**src/rtl/tc_timer_compare_pkg.sv**
```systemverilog
// tc_timer_compare_pkg: register map, CTRL bit positions and FSM state type shared by the timer compare block
package tc_timer_compare_pkg;
    localparam logic [1:0] ADDR_CMP_LO = 2'd0;
    localparam logic [1:0] ADDR_CMP_HI = 2'd1;
    localparam logic [1:0] ADDR_CTRL   = 2'd2;
    localparam logic [1:0] ADDR_PERIOD = 2'd3;
    localparam int CTRL_EN   = 0;
    localparam int CTRL_PER  = 1;
    localparam int CTRL_PEND = 2;
    typedef enum logic [1:0] {IDLE, ARMED, FIRED} state_t;
endpackage

```
**src/rtl/tc_timer_regfile.sv**
```systemverilog
// tc_timer_regfile: register decode, CMP_LO staging, CTRL/PERIOD storage, pending W1C and registered readback
// Ports: clk/rst; wr_en/wr_addr/wr_data and rd_en/rd_addr/rd_data register port;
//        cmp (live compare value for readback), hit_set (hardware set of pending);
//        enable/periodic/pending/period to the FSM; cmp_commit/cmp_new/w1c events to the FSM.
module tc_timer_regfile
    import tc_timer_compare_pkg::*;
#(
    parameter logic [63:0] RESET_CMP    = 64'hFFFF_FFFF_FFFF_FFFF,
    parameter logic [31:0] RESET_PERIOD = 32'd0
) (
    input  logic        clk,
    input  logic        rst,
    input  logic        wr_en,
    input  logic [1:0]  wr_addr,
    input  logic [31:0] wr_data,
    input  logic        rd_en,
    input  logic [1:0]  rd_addr,
    input  logic [63:0] cmp,
    input  logic        hit_set,
    output logic [31:0] rd_data,
    output logic [31:0] period,
    output logic        enable,
    output logic        periodic,
    output logic        pending,
    output logic        cmp_commit,
    output logic [63:0] cmp_new,
    output logic        w1c
);
    logic [31:0] lo_stage;
    logic [31:0] rd_mux;
    logic        wr_ctrl;
    assign wr_ctrl    = wr_en && wr_addr == ADDR_CTRL;
    assign cmp_commit = wr_en && wr_addr == ADDR_CMP_HI;
    assign cmp_new    = {wr_data, lo_stage};
    assign w1c        = wr_ctrl && wr_data[CTRL_PEND];
    // CMP_LO reads the committed compare value, never the staging register
    always_comb begin
        rd_mux = rd_addr == ADDR_CMP_LO ? cmp[31:0] :
                 rd_addr == ADDR_CMP_HI ? cmp[63:32] :
                 rd_addr == ADDR_CTRL   ? {29'b0, pending, periodic, enable} : period;
    end
    always_ff @(posedge clk) begin
        if (rst) begin
            lo_stage <= RESET_CMP[31:0];
            period   <= RESET_PERIOD;
            enable   <= 1'b0;
            periodic <= 1'b0;
            pending  <= 1'b0;
            rd_data  <= 32'd0;
        end else begin
            if (wr_en && wr_addr == ADDR_CMP_LO) lo_stage <= wr_data;
            if (wr_en && wr_addr == ADDR_PERIOD) period <= wr_data;
            if (wr_ctrl) begin
                enable   <= wr_data[CTRL_EN];
                periodic <= wr_data[CTRL_PER];
            end
            // a hardware hit beats a simultaneous software clear
            pending <= hit_set ? 1'b1 : w1c ? 1'b0 : pending;
            if (rd_en) rd_data <= rd_mux;
        end
    end
endmodule

```
**src/rtl/tc_timer_compare.sv**
```systemverilog
// tc_timer_compare: mtimecmp-style 64-bit compare with one-shot or auto-reload level interrupt
// Ports: clk/rst; time_in/time_valid from the time source; wr_*/rd_* 32-bit register port
//        (0 CMP_LO, 1 CMP_HI, 2 CTRL, 3 PERIOD); irq mirrors CTRL.pending.
module tc_timer_compare
    import tc_timer_compare_pkg::*;
#(
    parameter logic [63:0] RESET_CMP    = 64'hFFFF_FFFF_FFFF_FFFF,
    parameter logic [31:0] RESET_PERIOD = 32'd0
) (
    input  logic        clk,
    input  logic        rst,
    input  logic [63:0] time_in,
    input  logic        time_valid,
    input  logic        wr_en,
    input  logic [1:0]  wr_addr,
    input  logic [31:0] wr_data,
    input  logic        rd_en,
    input  logic [1:0]  rd_addr,
    output logic [31:0] rd_data,
    output logic        irq
);
    state_t      state;
    logic [63:0] cmp;
    logic [63:0] cmp_new;
    logic [31:0] period;
    logic        enable, periodic, pending, cmp_commit, w1c, hit, hit_set;
    assign hit     = time_valid && (time_in >= cmp);
    assign hit_set = state == ARMED && hit;
    assign irq     = pending;
    tc_timer_regfile #(
        .RESET_CMP   (RESET_CMP),
        .RESET_PERIOD(RESET_PERIOD)
    ) u_regfile (
        .clk       (clk),
        .rst       (rst),
        .wr_en     (wr_en),
        .wr_addr   (wr_addr),
        .wr_data   (wr_data),
        .rd_en     (rd_en),
        .rd_addr   (rd_addr),
        .cmp       (cmp),
        .hit_set   (hit_set),
        .rd_data   (rd_data),
        .period    (period),
        .enable    (enable),
        .periodic  (periodic),
        .pending   (pending),
        .cmp_commit(cmp_commit),
        .cmp_new   (cmp_new),
        .w1c       (w1c)
    );
    always_ff @(posedge clk) begin
        if (rst) begin
            state <= IDLE;
            cmp   <= RESET_CMP;
        end else begin
            // a software commit overrides the periodic reload on the same edge
            cmp <= cmp_commit ? cmp_new : hit_set && periodic ? cmp + {32'b0, period} : cmp;
            if (!enable) state <= IDLE;
            else begin
                case (state)
                    IDLE:    state <= ARMED;
                    ARMED:   state <= hit && !periodic && !cmp_commit ? FIRED : ARMED;
                    FIRED:   state <= cmp_commit || w1c ? ARMED : FIRED;
                    default: state <= IDLE;
                endcase
            end
        end
    end
endmodule
```
**config.mk**
```make
export PLATFORM = sky130hd
export DESIGN_NAME = tc_timer_compare
export DESIGN_NICKNAME = d
export VERILOG_FILES = /design/src/rtl/tc_timer_compare_pkg.sv /design/src/rtl/tc_timer_regfile.sv /design/src/rtl/tc_timer_compare.sv
export SDC_FILE = /design/constraint.sdc
export NUM_CORES = 1
export LEC_CHECK = 0
export CORE_ASPECT_RATIO = 0.75
export CORE_MARGIN = 4
export CORE_UTILIZATION = 48
export DETAILED_ROUTE_END_ITERATION = 8
export GPL_TIMING_DRIVEN = 0
export PLACE_DENSITY = 0.71
export RECOVER_POWER = 50
export SKIP_CTS_REPAIR_TIMING = 1
export SLEW_MARGIN = 15
export SYNTH_ARGS = -nofsm -noshare
export SYNTH_HDL_FRONTEND = slang
export SYNTH_SLANG_ARGS = --single-unit
```
**constraint.sdc**
```tcl
create_clock -name clk -period 7.9 [get_ports clk]
set_input_delay 1.185 -clock clk [delete_from_list [all_inputs] [get_ports clk]]
set_output_delay 1.185 -clock clk [all_outputs]
set_load 0.03 [all_outputs]
```
### Word level (Yosys, flattened, before mapping)

Index checks and enable logic that the tools add are counted.

* word-level logic and storage cells: 47
* register bits after elaboration: 165
* output and inout port bits: 33

* $lt $le $gt $ge: 1
* bitwise gates (word level): 1
* eq/ne operators: 7
* muxes and demuxes: 10
* add/subtract/negate cells: 1
* reduce and logical (&&, ||, !) cells: 19

Operators with widths (number)
* 64-bit two-way mux: 2
* 32-bit two-way mux: 3
* 64-bit by 32-bit adder with 64-bit output: 1
* 64-bit >= comparator: 1
* 1-bit logical AND: 10
* 2-bit equality test, second input constant: 4
* 2-bit by 1-bit equality test with 1-bit output, second input constant: 3
* 2-bit zero test: 3
* 2-bit one-hot mux with 3 select lines: 1
* 2-bit two-way mux: 2
* 2-bit nonzero test: 2
* 1-bit zero test: 2
* 1-bit two-way mux: 2
* 2-bit OR reduction: 1
* 1-bit logical OR: 1
* 1-bit NOT: 1

### Longest topological paths before layout

Gate-level depths: netlist (run 1).

* word-level depth: 6
* gate-level depth with buffers: 14
* mapped depth without buffers: 13

### Modules after synthesis

From an unflattened synthesis (run 1), not the netlist that was laid out.

* cell total of the unflattened synthesis: 1378
* area total of the unflattened synthesis: 11162.0 um^2

Modules (own cells, without submodules)
* tc_timer_compare: times used 1, area each 6667.6 um^2, cells an instance 877
* tc_timer_regfile: times used 1, area each 4494.3 um^2, cells an instance 501

### Least setup slack after synthesis (run 1)

OpenSTA, ideal clock, no wires.

* kind: input-to-reg
* start point: input time_in[29]
* end point: register cmp[36]
* arrival: 3.491 ns
* stages on the path: 12
* slack: 4.285 ns
* cell sequence: ha_1 > a21o_1 > a21o_1 > a221o_1 > a2111o_1 > a32oi_2 > a21oi_4 > buf_6 > nand3_1 > xnor2_1 > a21oi_1 > or2_2

* longest elaborated chain between the ends: 5

Ends and longest elaborated chain
* start: declaration: line tc_timer_compare.sv:12 `input logic [63:0] time_in,`
* 64-bit >= comparator: line tc_timer_compare.sv:27 `assign hit = time_valid && (time_in >= cmp);`
* 1-bit logical AND: line tc_timer_compare.sv:27
* 1-bit logical AND: line tc_timer_compare.sv:28 `assign hit_set = state == ARMED && hit;`
* 1-bit logical AND: line tc_timer_compare.sv:58 `cmp <= cmp_commit ? cmp_new : hit_set && periodic ? cmp + {32'b0, period} : cmp;`
* 2-bit nonzero test (no line)
* end signal: assignment: line tc_timer_compare.sv:58
* end: declaration: line tc_timer_compare.sv:23 `logic [63:0] cmp;`

No other way between the ends.
A chain may end at the register's enable or synchronous reset.

### Worst setup path in the final report (run 1)

* start point: input time_in[37]
* end point: register cmp[27]

The elaborated chain is that of the path after synthesis.

==> flow_summary.ini, run 1 <==
[cells_and_area]
diodes = 0
final_cell_mix = 169 x a21oi_1, 165 x dfxtp_1, 155 x nand2_1
layout-drive-gt1-share = 0.04029
final_area_um2 = 12840
area_growth_pct = 21.49
final_nets = 1703
final_common_cell = a21oi_1

[yosys]
async_flop_share = 0
synth_area_per_cell_um2 = 7.837
synthCells = 1349
synthFlopType = dfxtp_1
ys_ff_latch = 165
syn_nets = 1551
synth-edff-count = 0
synth_cell_types = 72
yosys.area.top_type = dfxtp_1
ys_seq_area_frac = 0.3124
syn_area_um2 = 10570
synth.top_cell.area_share = 0.3124
ys_warn_count = 0
synth_top_cells_by_area = dfxtp_1 31%, ha_1 11%, a21oi_1 8.0%

[die]
core_um2 = 21410
start_util = 0.4938
dieHeight_um = 136.5
die_w_um = 179.4
rows = 46
fp.dieArea_um2 = 24490
ios = 138

[routing]
vias_per_cell = 6.003
num_vias = 10820
drt_iter0_drc = 1374
drt-total-wl_mm = 38.34
first_pass_iters = 8
antenna_left = 0
post_drt_wl_per_cell_um = 21.27
drcViolationCount = 0

[place]
dpl_cell_area_um2 = 12260
gp_congestion = 0.9717
portBuffers = 133
dpl.hpwl_mm = 29.42

[worst_setup_path]
crit_required_ns = 8.19
cp_slowest_cell = nor4_1
critical_path.top_delay_family = simple AND/OR/NAND/NOR gates
path_cells = clkdlybuf4s50_1 > ha_1 > nand4_1 > nor4_1 > nand2_1 > a31oi_2 > o21ai_2 > a21oi_4 > buf_2 > buf_2 > nand2_1 > o21ai_0 > a21oi_1
worst-path-buf-inv = 3
worstPathMaxFanout = 10
endpoint_kind = flip-flop
worstPathArrival_ns = 5.04
worst_path_largest_cell_delay_ns = 0.85
path_class = in -> reg
worst_setup_path_start_kind = input port

[cts]
cts_buffers = 17
h-tree-depth = 4
clockRootBuffer = clkbuf_16
cts_sinks = 165
clk_latency_ns = 0.45
clk_path_buf_depth = 2
clkTransAtPathRegs_ns = 0.07
cts_tree = done

[run_status]
outcome = complete, no violations

[grt]
antenna_found_initial = 0
first_global_vias = 9953
grtUsageTotal = 0.3089
grt_pass1_wl_mm = 57.29
grt.overflow.total = 0
grt_max_degree = 17

[sta]
fin_skew_ns = 0.01254
period_share = 0.6009
max_freq_ghz = 0.2106
rsz0062_at_grt = false
finalSetupViolCount = 0
finalMaxSlewViolations = 0
worstMarginPinSlew_ns = 1.097
final.min_clock_period_ns = 4.747
hold_viol_final = 0
max_slew_margin = 0.2660
fin_tns_setup_ns = 0

[job]
drv_cap = 0

[pwr]
p_leak_uw = 0.005795
p_per_area_nw_per_um2 = 174.4
peakVddDrop_uv = 123.0

[min_path]
holdCritPathClass = reg -> reg
==> per-stage QoR <==
stage / hold slack, ns / power [uW] / setup slack (ns) / util / std cells
final: 0.4705 / 2240 / 3.153 / 0.5999 / 1802
after global routing: 0.4934 / 2315 / 2.902 / 0.5999 / 1802
after CTS: 0.4751 / 2232 / 3.161 / 0.5999 / 1802
after detailed placement: 0.4529 / 1403 / 2.718 / 0.5728 / 1770
after global placement: 0.4541 / 1398 / 2.786 / 0.5728 / 1770
after floorplan: 0.4337 / 1210 / 4.285 / - / 1349
==> cell type report <==
cell class	instances	area, um2
clock inverters	14	141.4
inverters	80	300.3
clock buffers	18	439.2
flip-flops and latches	165	3303
plain buffers	78	315.3
fillers	1990	8566
well taps	288	360.3
repair buffers	133	1331
multi-input cells	1026	6654
==> power breakdown <==
part,internal [uW],switching [uW]
combinational,204,305
clock,451,393
sequential,862,24.9
==> sequential cells by signal, summed over array words and instances (netlist names) <==
name / flops
cmp: 64
u_regfile.lo_stage: 32
u_regfile.period: 32
u_regfile.rd_data: 32
state: 2
u_regfile.enable: 1
u_regfile.pending: 1
u_regfile.periodic: 1
==> metal layers <==
| layer | wire, um | vias up | track usage |
|---|---|---|---|
| met4 | 891 | 0 | 0.08330 |
| met5 | 0 | - | 0 |
| met3 | 5640 | 68 | 0.08202 |
| li1 | - | 5036 | - |
| met1 | 16750 | 4985 | 0.4626 |
| met2 | 15060 | 729 | 0.4361 |
==> path summary, 6_finish.rpt <==
| check | start | to | slack [ns] | cells after the start |
|---|---|---|---|---|
| setup / recovery | time_in[37] | cmp[27]$_SDFFE_PP1P_ | 3.15 | 13 |
| hold / removal | u_regfile.lo_stage[20]$_SDFFE_PP1P_ | cmp[20]$_SDFFE_PP1P_ | 0.47 | 2 |
| setup reg to reg | cmp[0]$_SDFFE_PP1P_ | cmp[36]$_SDFFE_PP1P_ | 3.59 | 14 |
| hold reg to reg | u_regfile.lo_stage[20]$_SDFFE_PP1P_ | cmp[20]$_SDFFE_PP1P_ | 0.47 | 2 |
==> cells in the mapped netlist (3+ instances only) <==
cell type,n
xor2_1,4
nor3_1,38
o21a_1,7
o21ai_0,49
buf_1,7
xnor2_1,47
o211ai_1,5
nand2b_1,6
nor4_1,4
a221oi_1,3
or3_1,5
nor2_1,152
mux2i_1,81
inv_1,79
nand4_1,34
or2_2,4
nor2b_1,5
clkbuf_1,62
and4_1,5
nand2_1,155
dfxtp_1,165
and2_1,6
and3_1,10
a21o_1,21
ha_1,96
nand3_1,28
mux4_2,3
o32ai_1,3
buf_2,5
a211oi_1,31
o21bai_1,8
a31oi_1,6
a21oi_1,169
==> worst register-to-register path: stages (launching register included) <==
cell and delay [ns]:
dfxtp_1 0.41, ha_1 0.21, inv_1 0.06, fa_1 0.41
nand2b_1 0.19, a21oi_1 0.42, o2111ai_1 0.25, a21oi_1 0.38
a21oi_1 0.25, o211ai_1 0.36, clkbuf_1 0.53, nand3_1 0.19
xnor2_1 0.18, a21oi_1 0.08, or2_2 0.29
==> kinds of logic after synthesis <==
| logic type | share of synthesized area |
|---|---|
| compound gates | 0.1884 |
| buf+inv | 0.05822 |
| xor+xnor | 0.04225 |
| mux | 0.08308 |
| simple gates | 0.2001 |
| fa+ha+maj | 0.1155 |
| flops | 0.3124 |
Power figures use the tool's default switching activity.
==> inputs of run 2 (changes only) <==
Settings changed: PLACE_DENSITY 0.71 to 0.74.
Clock period 7.9 ns to 4.3 ns, I/O delays scaled along.
==> run 2 against run 1 <==
Effect of this change: clock power increased by 110%; design area increased by 0.72%; critical path depth stayed put; utilization rose by 0.43 points; sequential power grew 84%; highest routed layer unchanged.
==> flow_summary.ini, run 2 (synthesis gave the netlist of run 1 again) <==
[routing]
vias_per_cell = 5.972
drt-total-wl_mm = 38.71
first_pass_iters = 5
drcViolationCount = 0
post_drt_wl_per_cell_um = 21.48
drt_iter0_drc = 1492
num_vias = 10760
antenna_left = 0

[place]
gp_congestion = 0.9600
place_ws_ns = -0.2687
post-place-cells = 1770
dpl.hpwl_mm = 29.46
portBuffers = 133

[die]
ios = 138
rows = 46
die_w_um = 179.4
fp.dieArea_um2 = 24490
dieHeight_um = 136.5
start_util = 0.4938
core_um2 = 21410

[cts]
clk_path_buf_depth = 2
cts_buffers = 17
cts_sinks = 165
clkTransAtPathRegs_ns = 0.07
clockRootBuffer = clkbuf_16
h-tree-depth = 4
clk_latency_ns = 0.44
cts_tree = done

[sta]
fin_skew_ns = 0.01346
max_slew_margin = 0.2264
rsz0062_at_grt = false
max_freq_ghz = 0.2467
final.setup.worst_slack_ns = 0.2458
finalSetupViolCount = 0
finalMaxSlewViolations = 0
hold_viol_final = 0
worstMarginPinSlew_ns = 1.131
final.min_clock_period_ns = 4.054
period_share = 0.9428

[worst_setup_path]
worstPathArrival_ns = 4.35
crit_required_ns = 4.59
worst_setup_path_start_kind = input port
worst-path-buf-inv = 3
path_class = in -> reg
path_cells = clkdlybuf4s50_1 > ha_1 > nand4_1 > nor3_1 > or4b_1 > a31oi_2 > o21ai_2 > a21oi_4 > buf_2 > buf_2 > nand2_1 > o21ai_0 > a21oi_1
endpoint_kind = flip-flop
worstPathMaxFanout = 10
crit_top_cell = buf_2
cp_slowest_cell = or4b_1
critical_path.top_delay_family = simple AND/OR/NAND/NOR gates
worst_path_largest_cell_delay_ns = 0.53

[pwr]
clockPowerShare = 0.406
p_per_area_nw_per_um2 = 334.4
combinationalPowerShare = 0.217
p_leak_uw = 0.005838
peakVddDrop_uv = 259.7
seq_power_share = 0.377
netSwitchingPower_uw = 1308
internal-power_uw = 3018
sw_frac_of_total = 0.3023

[cells_and_area]
largest_reg_flops = 64
fill_cells = 1986
layout-drive-gt1-share = 0.04161
final_util = 0.6043
area_growth_pct = 22.37
final_common_cell = a21oi_1
final_cell_mix = 168 x a21oi_1, 165 x dfxtp_1, 155 x nand2_1
multiInputGateArea_um2 = 6664
stdcell_count = 1802
final_nets = 1703
top_register = cmp
diodes = 0
seqCellArea_um2 = 3303

[grt]
grtUsageTotal = 0.3141
grt.overflow.total = 0
grt_pass1_wl_mm = 58.18
grt_max_degree = 17
antenna_found_initial = 0
first_global_vias = 10360

[min_path]
holdCritPathClass = reg -> reg

[run_status]
outcome = complete, no violations

[job]
drv_cap = 0
[run 2: cell count changes in the layout (fill, tap and decap cells not counted)]
cell	change
bufinv_16	+4
inv_6	-3
a21oi_1	-1
a21oi_2	+1
buf_1	-1
clkbuf_1	+1
clkbuf_2	+1
clkinv_4	-1
clkinvlp_4	-1
nor4_1	-1
nor4_2	+1
[run 2: power by group through the flow]
stage,logic (uW),clock network [uW],registers (uW)
2_1_floorplan,530,0,1690
3_3_place_gp,904,0,1660
3_5_place_dp,914,0,1660
4_1_cts,923,1750,1630
5_1_grt,1010,1810,1640
6_report,938,1760,1630
[run 2: worst min-delay path: stages (launching register included)]
cell	delay [ns]
dfxtp_1	0.32
mux2i_1	0.07
nand2_1	0.06
[run 2: layout make-up]
class / instances / area share
multi-input combinational: 1026 / 0.5151
sequential: 165 / 0.2553
timing repair buffer: 133 / 0.1029
clock buffer: 19 / 0.03424
tap: 288 / 0.02785
buffer: 78 / 0.02447
inverter: 80 / 0.02321
clock inverter: 13 / 0.01692
[run 2: stage by stage]
| stage | total power, uW | instance area (um2) | hold WS [ns] | TNS [ns] |
|---|---|---|---|---|
| after CTS | 4304 | 12930 | 0.4757 | 0 |
| final | 4326 | 12940 | 0.4722 | 0 |
| after floorplan | 2223 | 10570 | 0.4337 | 0 |
| after global placement | 2566 | 12260 | 0.4536 | -4.825 |
| after detailed placement | 2577 | 12260 | 0.4594 | -8.536 |
| after global routing | 4461 | 12940 | 0.4944 | 0 |
[run 2: routing by layer]
metal	up-vias	track usage	routed length (um)
met5	-	0	0
li1	5041	-	-
met4	0	0.09641	1031
met1	4945	0.4608	17310
met3	84	0.07401	4967
met2	691	0.4567	15400
[run 2: worst paths after layout]
kind	from	to	slack, ns	cells past startpoint
max	time_in[14]	cmp[27]$_SDFFE_PP1P_	0.25	13
min	u_regfile.lo_stage[6]$_SDFFE_PP1P_	u_regfile.lo_stage[6]$_SDFFE_PP1P_	0.47	2
max reg2reg	u_regfile.period[0]$_SDFFE_PP0P_	cmp[56]$_SDFFE_PP1P_	0.26	14
min reg2reg	u_regfile.lo_stage[6]$_SDFFE_PP1P_	u_regfile.lo_stage[6]$_SDFFE_PP1P_	0.47	2
==> inputs of run 3 (changes only) <==
Settings changed: CELL_PAD_IN_SITES_DETAIL_PLACEMENT set to 1, CELL_PAD_IN_SITES_GLOBAL_PLACEMENT set to 1, CORE_UTILIZATION 48 to 38, PLACE_DENSITY 0.74 to not set, PLACE_DENSITY_LB_ADDON set to 0.1.
==> run 3 against run 2 <==
Effect of this change: register-to-register slack lost 0.08 ns; highest routed layer unchanged; sequential power is essentially flat; first-iteration DRC count shrank 49%; design area is essentially flat; power shrank 3.9%; sequential share of layout area is essentially flat; utilization shrank 13 points; combinational power grew 3.0%; cell count grew 3.5%; critical endpoint is now cmp[36]$_SDFFE_PP1P_; clock power shrank 11%; via count shrank 1.3%; clock skew is essentially flat.
==> flow_summary.ini, run 3 (synthesis gave the netlist of run 1 again) <==
[worst_setup_path]
crit_path_start = cmp[0]$_SDFFE_PP1P_
endpoint_kind = flip-flop
r2r_slack_ns = 0.18
worstPathArrival_ns = 4.46
worst_setup_path_start_kind = flip-flop
worstPathMaxFanout = 10
worst_r2r_path_depth = 14
timing.rr.end = cmp[36]$_SDFFE_PP1P_
path_class = reg -> reg
regToRegStartpoint = cmp[0]$_SDFFE_PP1P_
crit_required_ns = 4.64

[sta]
max_slew_margin = 0.2517
hold_viol_final = 0
fin_tns_setup_ns = 0
worstMarginPinSlew_ns = 1.123
period_share = 0.9588
fin_skew_ns = 0.01305
finalMaxSlewViolations = 0
rsz0062_at_grt = false
finalSetupViolCount = 0
final.min_clock_period_ns = 4.123
max_freq_ghz = 0.2425

[grt]
grt_max_degree = 17
first_global_vias = 10930
grt_pass1_wl_mm = 66.87
grt.overflow.total = 0
antenna_found_initial = 0
grtUsageTotal = 0.2847

[cts]
clkTransAtPathRegs_ns = 0.07
clk_path_buf_depth = 2
cts_tree = done
cts_sinks = 165
clockRootBuffer = clkbuf_16
h-tree-depth = 4
cts_buffers = 17
clk_latency_ns = 0.45

[cells_and_area]
stdcell_count = 1865
final_common_cell = a21oi_1
final_nets = 1703
area_growth_pct = 22.46
final_area_um2 = 12950
top_register = cmp
diodes = 0
largest_reg_flops = 64
final_cell_mix = 168 x a21oi_1, 165 x dfxtp_1, 155 x nand2_1
layout-drive-gt1-share = 0.04359

[routing]
num_vias = 10630
vias_per_cell = 5.697
antenna_left = 0
drt-total-wl_mm = 44.43
drt_iter0_drc = 763
post_drt_wl_per_cell_um = 23.82
drcViolationCount = 0
first_pass_iters = 5

[die]
ios = 138
core_um2 = 27200
dieHeight_um = 152.5
die_w_um = 200.6
fp.dieArea_um2 = 30580
start_util = 0.3888
rows = 52

[min_path]
holdCritPathClass = reg -> reg
hp-start = u_regfile.lo_stage[8]$_SDFFE_PP1P_
min_path_cells = 2
min_to = u_regfile.lo_stage[8]$_SDFFE_PP1P_

[place]
dpl_cell_area_um2 = 12350
portBuffers = 133
dpl.hpwl_mm = 34.88
gp_congestion = 0.9194
post-place-cells = 1833

[run_status]
outcome = complete, no violations

[pwr]
peakVddDrop_uv = 318.8
p_leak_uw = 0.005820
p_per_area_nw_per_um2 = 321.1
power_uw = 4158

[job]
drv_cap = 0
==> run 3: worst max-delay path, cell delays in order (launching register included) <==
cell       delay, ns
dfxtp_1         0.42
ha_1            0.21
inv_1           0.06
fa_1            0.40
nand2b_1        0.20
a21oi_2         0.31
o2111ai_1       0.23
a21oi_1         0.37
a21oi_1         0.24
o211ai_1        0.46
buf_2           0.40
nand3_1         0.18
xnor2_1         0.17
a21oi_1         0.08
or2_2           0.29
==> run 3: routing by layer <==
layer | GRT usage | share of wire
met1 | 0.4180 | 0.49
met2 | 0.4165 | 0.41
met3 | 0.07809 | 0.079
met4 | 0.06256 | 0.018
met5 | 0 | 0
==> run 3: layout make-up <==
type                    instances  area [um2]
clock buffers                  19       452.9
repair buffers                133        1331
fillers                      3339       14250
plain buffers                  78       316.6
flip-flops and latches        165        3303
clock inverters                13       123.9
well taps                     351       439.2
inverters                      80       300.3
multi-input cells            1026        6680
==> run 3: through the flow <==
step | setup slack [ns] | hold slack, ns | utilization
after floorplan | 1.225 | 0.4337 | -
after global placement | -0.6672 | 0.4560 | 0.4539
after detailed placement | -0.6922 | 0.4595 | 0.4539
after CTS | -0.2477 | 0.4806 | 0.4752
after global routing | 0.05091 | 0.4971 | 0.4761
final | 0.1770 | 0.4756 | 0.4761
==> run 3: worst max-delay path by stage <==
stage	to	slack (ns)
3_3_place_gp	cmp[16]$_SDFFE_PP1P_	-0.67
3_5_place_dp	cmp[27]$_SDFFE_PP1P_	-0.69
6_report	cmp[36]$_SDFFE_PP1P_	0.18
5_1_grt	cmp[36]$_SDFFE_PP1P_	0.05
2_1_floorplan	cmp[36]$_SDFFE_PP1P_	1.23
4_1_cts	cmp[27]$_SDFFE_PP1P_	-0.25
==> run 3: where the power goes <==
group	total, uW	leakage [uW]	switching [uW]	internal [uW]
sequential	1630	0.00135	48.6	1580
combinational	966	0.00419	589	377
clock	1560	0.000282	723	836
total	4160	0.00582	1360	2800
